===== src/rtl/bcd_display_pkg.sv =====
// Shared constants and types for the 3-digit BCD display scanner.
// Segment patterns are logical active-high, bit0=a .. bit6=g.
package bcd_display_pkg;

  localparam int NUM_DIGITS = 3;

  typedef enum logic [1:0] {
    SCAN_D0  = 2'd0,
    SCAN_D1  = 2'd1,
    SCAN_D2  = 2'd2,
    SCAN_BAD = 2'd3
  } scan_idx_t;

  localparam logic [6:0] SEG_0    = 7'h3F;
  localparam logic [6:0] SEG_1    = 7'h06;
  localparam logic [6:0] SEG_2    = 7'h5B;
  localparam logic [6:0] SEG_3    = 7'h4F;
  localparam logic [6:0] SEG_4    = 7'h66;
  localparam logic [6:0] SEG_5    = 7'h6D;
  localparam logic [6:0] SEG_6    = 7'h7D;
  localparam logic [6:0] SEG_7    = 7'h07;
  localparam logic [6:0] SEG_8    = 7'h7F;
  localparam logic [6:0] SEG_9    = 7'h6F;
  localparam logic [6:0] SEG_DASH = 7'h40;
  localparam logic [6:0] SEG_OFF  = 7'h00;

endpackage


===== src/rtl/bcd_to_7seg.sv =====
// Combinational BCD to 7-segment decoder, logical active-high.
// Non-BCD codes show a dash so bad data stays visible.
module bcd_to_7seg
  import bcd_display_pkg::*;
(
  input  logic [3:0] digit_i,
  input  logic       blank_i,
  output logic [6:0] seg_o
);

  always_comb begin
    seg_o = SEG_DASH;
    if (blank_i) begin
      seg_o = SEG_OFF;
    end else begin
      unique case (digit_i)
        4'd0:    seg_o = SEG_0;
        4'd1:    seg_o = SEG_1;
        4'd2:    seg_o = SEG_2;
        4'd3:    seg_o = SEG_3;
        4'd4:    seg_o = SEG_4;
        4'd5:    seg_o = SEG_5;
        4'd6:    seg_o = SEG_6;
        4'd7:    seg_o = SEG_7;
        4'd8:    seg_o = SEG_8;
        4'd9:    seg_o = SEG_9;
        default: seg_o = SEG_DASH;
      endcase
    end
  end

endmodule


===== src/rtl/bcd3_display_scan.sv =====
// Time-multiplexed 3-digit common-anode 7-segment driver with
// held BCD digits, leading-zero blanking and a non-BCD error flag.
module bcd3_display_scan
  import bcd_display_pkg::*;
#(
  parameter int unsigned REFRESH_DIV    = 50000,
  parameter bit          SEG_ACTIVE_LOW = 1'b1,
  parameter bit          AN_ACTIVE_LOW  = 1'b1,
  parameter bit          BLANK_LEADING  = 1'b1
) (
  input  logic       clock,
  input  logic       clear,
  input  logic       load,
  input  logic       blank,
  input  logic [3:0] BCD0,
  input  logic [3:0] BCD1,
  input  logic [3:0] BCD2,
  output logic [6:0] seg,
  output logic [2:0] anode,
  output logic [1:0] digit_sel,
  output logic       err
);

  localparam int unsigned PW =
    (REFRESH_DIV > 1) ? $clog2(REFRESH_DIV) : 1;
  localparam logic [PW-1:0] PRESC_MAX = PW'(REFRESH_DIV - 1);
  localparam logic [6:0] SEG_DARK =
    SEG_ACTIVE_LOW ? 7'h7F : 7'h00;
  localparam logic [2:0] AN_DARK =
    AN_ACTIVE_LOW ? 3'b111 : 3'b000;

  logic [PW-1:0] presc_q, presc_d;
  scan_idx_t     idx_q, idx_d;
  logic [3:0]    h0_q, h1_q, h2_q;
  logic [3:0]    h0_d, h1_d, h2_d;
  logic [6:0]    seg_q, seg_d;
  logic [2:0]    an_q, an_d;
  logic [1:0]    sel_q, sel_d;
  logic          err_q, err_d;

  logic                  tick;
  logic [3:0]            cur;
  logic                  cur_blank;
  logic [6:0]            pat;
  logic [NUM_DIGITS-1:0] hot;

  always_comb begin
    tick    = (presc_q == PRESC_MAX);
    presc_d = tick ? '0 : presc_q + 1'b1;
    h0_d    = load ? BCD0 : h0_q;
    h1_d    = load ? BCD1 : h1_q;
    h2_d    = load ? BCD2 : h2_q;
    err_d   = (h0_q > 4'd9) | (h1_q > 4'd9) | (h2_q > 4'd9);
  end

  // Index 3 is never entered normally; it drives no anode and recovers.
  always_comb begin
    idx_d     = SCAN_D0;
    cur       = 4'h0;
    cur_blank = 1'b1;
    hot       = '0;
    unique case (idx_q)
      SCAN_D0: begin
        idx_d     = tick ? SCAN_D1 : SCAN_D0;
        cur       = h0_q;
        cur_blank = 1'b0;
        hot       = 3'b001;
      end
      SCAN_D1: begin
        idx_d     = tick ? SCAN_D2 : SCAN_D1;
        cur       = h1_q;
        cur_blank = BLANK_LEADING &&
                    (h2_q == 4'd0) && (h1_q == 4'd0);
        hot       = 3'b010;
      end
      SCAN_D2: begin
        idx_d     = tick ? SCAN_D0 : SCAN_D2;
        cur       = h2_q;
        cur_blank = BLANK_LEADING && (h2_q == 4'd0);
        hot       = 3'b100;
      end
      default: begin
        idx_d     = SCAN_D0;
        cur       = 4'h0;
        cur_blank = 1'b1;
        hot       = '0;
      end
    endcase
  end

  bcd_to_7seg u_dec (
    .digit_i (cur),
    .blank_i (cur_blank),
    .seg_o   (pat)
  );

  always_comb begin
    sel_d = idx_q;
    seg_d = SEG_ACTIVE_LOW ? ~pat : pat;
    an_d  = AN_ACTIVE_LOW ? ~hot : hot;
    if (blank) begin
      seg_d = SEG_DARK;
      an_d  = AN_DARK;
    end
  end

  always_ff @(posedge clock) begin
    if (clear) begin
      presc_q <= '0;
      idx_q   <= SCAN_D0;
      h0_q    <= 4'h0;
      h1_q    <= 4'h0;
      h2_q    <= 4'h0;
      seg_q   <= SEG_DARK;
      an_q    <= AN_DARK;
      sel_q   <= 2'd0;
      err_q   <= 1'b0;
    end else begin
      presc_q <= presc_d;
      idx_q   <= idx_d;
      h0_q    <= h0_d;
      h1_q    <= h1_d;
      h2_q    <= h2_d;
      seg_q   <= seg_d;
      an_q    <= an_d;
      sel_q   <= sel_d;
      err_q   <= err_d;
    end
  end

  assign seg       = seg_q;
  assign anode     = an_q;
  assign digit_sel = sel_q;
  assign err       = err_q;

endmodule

===== config.mk =====
export PLATFORM = sky130hd
export DESIGN_NAME = bcd3_display_scan
export DESIGN_NICKNAME = d
export VERILOG_FILES = /design/src/rtl/bcd_display_pkg.sv /design/src/rtl/bcd_to_7seg.sv /design/src/rtl/bcd3_display_scan.sv
export SDC_FILE = /design/constraint.sdc
export NUM_CORES = 1
export LEC_CHECK = 0
export BUFFER_PORTS_ARGS = -buffer_cell sky130_fd_sc_hd__buf_2
export CAP_MARGIN = 20
export CORE_MARGIN = 2
export CORE_UTILIZATION = 36
export DETAILED_ROUTE_END_ITERATION = 8
export PLACE_DENSITY = 0.66
export SLEW_MARGIN = 25
export SYNTH_ARGS = -nofsm -noshare
export SYNTH_HDL_FRONTEND = slang
export SYNTH_SLANG_ARGS = --single-unit

===== constraint.sdc =====
create_clock -name clock -period 1.9 [get_ports clock]
set_clock_uncertainty 0.15 [all_clocks]
set_input_delay 0 -clock clock [delete_from_list [all_inputs] [get_ports clock]]
set_output_delay 0 -clock clock [all_outputs]
set_load 0.01 [all_outputs]

==> metrics.csv <==
metric;value;unit
status;complete, but fails checks;
violations;negative setup slack;
coreArea;5070;um^2
die_x;76.1;um
hold_viol_final;0;
synth_top_area_share;0.460;
min_path_type;in -> reg;
num_vias;1523;
first_pass_iters;4;
io_pins;29;
syn_inst;192;
synth_warnings;0;
synth-seq-cells;43;
clkSinkCount;43;
drive_gt1_frac;0.239;
crit_path_max_incr_delay;600;ps
tightest_slew;614;ps
fin_tns_setup;-85.7;ps
crit_chain;or4b_1, or4_4, mux2i_1, nor2_1;
async_flop_share;0;
placedCellCount;295;
instances_no_fill;321;
max_freq;521;MHz
cts_tree;built;
synthFlopType;dfxtp_1;
p_int;1.28;mW
min-delay-start;load;
reg2reg_depth;4;
cp_slowest_cell;or4_4;
grt_pass1_vias;1393;
setup_slack;-20.2;ps
critical_path_class;reg -> reg;
via_per_inst;4.74;
fin_crit_sh;1.01;
synth_area;1870;um^2
antenna_found_initial;0;
drc;0;
synthSimpleGateAreaFrac;0.200;
grt_first_pass_wirelength;6550;um
synth-edff-count;0;
multi_input_area;975;um^2
regArea;863;um^2
wl;3970;um
rsz0062_at_grt;yes;
crit_path_start;presc_q[13]$_SDFF_PP0_;
synthTopCellsByArea;dfxtp_1, mux2i_1, nor2_1;
dpl.hpwl;2640;um
synth_top_family_by_area;simple AND/OR/NAND/NOR gates;
clkPwrFrac;0.339;
grt_use_total;0.143;
critPathCapture;idx_q[1]$_SDFF_PP0_;
seq_area_frac_synth;0.460;
clockRootBuffer;clkbuf_8;
p_comb_frac;0.103;
seqPwrFrac;0.557;
irDropWorstVdd;0.000303;V
swShare;0.251;
endpoint_kind;flop;
numCtsBuffers;5;
slew_viol_final;0;
diodes;0;
post-place-ws;-30.3;ps
die-area;5800;um^2
syn_nets;215;
grt_max_degree;17;
drtAntennaViolNets;0;
max_slew_margin;0.589;
cp-start-kind;flop;
critPathMaxFanout;4;
dr.first_iter.drc_count;43;
syn2layout_area_growth;30.9;%
final_nets;273;
synthMuxAreaShare;0.112;
pwr_density_cell;698;nW/um^2
final-setup-viol-count;8;
grt_overflow;0;
cap_violations;0;
clk_pin_slew;80;ps
r2r_start;presc_q[13]$_SDFF_PP0_;
arrival;1950;ps
synth_compound_area_frac;0.0888;
r2r_slack;-20;ps
syn_area_per_cell;9.76;um^2
postPlaceCellArea;2170;um^2
place.gp.congestion;0.808;
synth_area_leader_cell;dfxtp_1;
die_h;76.1;um
synthAdderAreaFrac;0.0468;
p_leak;1.04;nW
synth_cell_types;40;
h-tree-depth;2;
hold_slack;33.3;ps
r2r-end;idx_q[1]$_SDFF_PP0_;
required;1930;ps
clockBufferDepth;2;
port_buffers;28;
wl_per_cell;12.4;um
fin_crit;1920;ps
start_util;0.369;
clkLatencyLatePin;300;ps
fillCellCount;507;
synth_xor_area_frac;0.0561;
rows;26;
final_area;2450;um^2
p_switching;0.429;mW
## metal layers
layer  track usage  vias up  part of all wire
li1              -      784                 -
met1         0.191      701              0.52
met3        0.0379        7             0.041
met5             0        -                 0
met2         0.213       31              0.42
met4        0.0709        0             0.021
## power by group through the flow
stage | logic [mW] | registers (mW) | clock network [mW]
floorplan | 0.0902 | 0.976 | 0
global placement | 0.141 | 0.974 | 0
detailed placement | 0.145 | 0.975 | 0
CTS | 0.173 | 0.953 | 0.599
global route | 0.198 | 0.958 | 0.627
finish | 0.177 | 0.954 | 0.580
## layout by cell type (no fill, tap or decap), types with 3 or more instances in the layout
cell type      netlist  layout
a21oi_1              3       3
and2_1               3       3
buf_2                3      28
buf_4                0      15
clkbuf_8             0       5
dfxtp_1             43      41
dlygate4sd3_1        0      17
ha_1                 7       7
inv_1                5       5
mux2i_1             21      20
nand2_1              6       6
nand3_1              5       5
nand4_1              5       5
nor2_1              30      30
nor2b_1              4       4
o211ai_1             3       3
o21ai_0              7       7
o2bb2ai_2            1       3
xor2_1              10      10
## logic make-up after synthesis
group,count (synthesis)
adder cells (fa/ha/maj),7
XOR/XNOR,12
multiplexers,21
AND/OR/NAND/NOR,70
buffers and inverters,15
AO/OA/AOI/OAI,24
flip-flops,43
## synthesized netlist by cell type, drive strengths merged (2+ instances only)
library cell,number
a21oi,3
clkbuf,4
or4b,2
o311ai,2
inv,5
buf,6
or3,2
nand2b,2
nor3,2
nor2b,4
o2bb2ai,3
and3,2
o21ai,8
xnor2,2
o211ai,3
or4,3
dfxtp,43
nand4,5
and2,3
xor2,10
mux2i,21
nand2,6
and4,2
a31oi,2
ha,7
nand3,5
nor2,30
## per-stage QoR
step	util	power, mW
after global placement	0.428	1.12
after detailed placement	0.428	1.12
after floorplan	-	1.07
final	0.483	1.71
after global routing	0.483	1.78
after CTS	0.478	1.73
## cell type report
cell class / count / share of cell area
Multi-Input combinational cell: 135 / 0.397
Sequential cell: 43 / 0.352
Inverter: 5 / 0.00765
Clock buffer: 6 / 0.0296
Tap cell: 70 / 0.0357
Timing Repair Buffer: 60 / 0.172
Clock inverter: 2 / 0.00510
## flip-flops by register name, summed over array words and instances (netlist names)
register and count:
anode 3, digit_sel 2, err 1, h0_q 4, h1_q 4, h2_q 4, idx_q 2, presc_q 16
seg 7
## critical path, delay by kind of cell (launching register included)
kind | cells | cell delay [ps]
and+or+nand+nor | 3 | 1160
muxes | 1 | 170
DFF | 1 | 320
## worst min path at each step
stage,endpoint,slack [ps],cells after the start
floorplan,anode[2]$_SDFF_PP1_,-40,2
global placement,anode[2]$_SDFF_PP1_,80,3
detailed placement,anode[0]$_SDFF_PP1_,80,3
CTS,presc_q[1]$_SDFF_PP0_,-40,3
global route,h2_q[3]$_SDFFE_PP0P_,40,3
finish,h2_q[1]$_SDFFE_PP0P_,30,3
## what timing repair did
item | in CTS | in global routing
endpoints found under the hold margin | 23 | 8
resized for setup | 0 | 5
setup endpoints to repair | 16 | 24
hold buffers | 16 | 1
pin swaps | 0 | 1
gates cloned | 1 | 0
buffers inserted | 0 | 0
(Power assumes the default switching activity.)
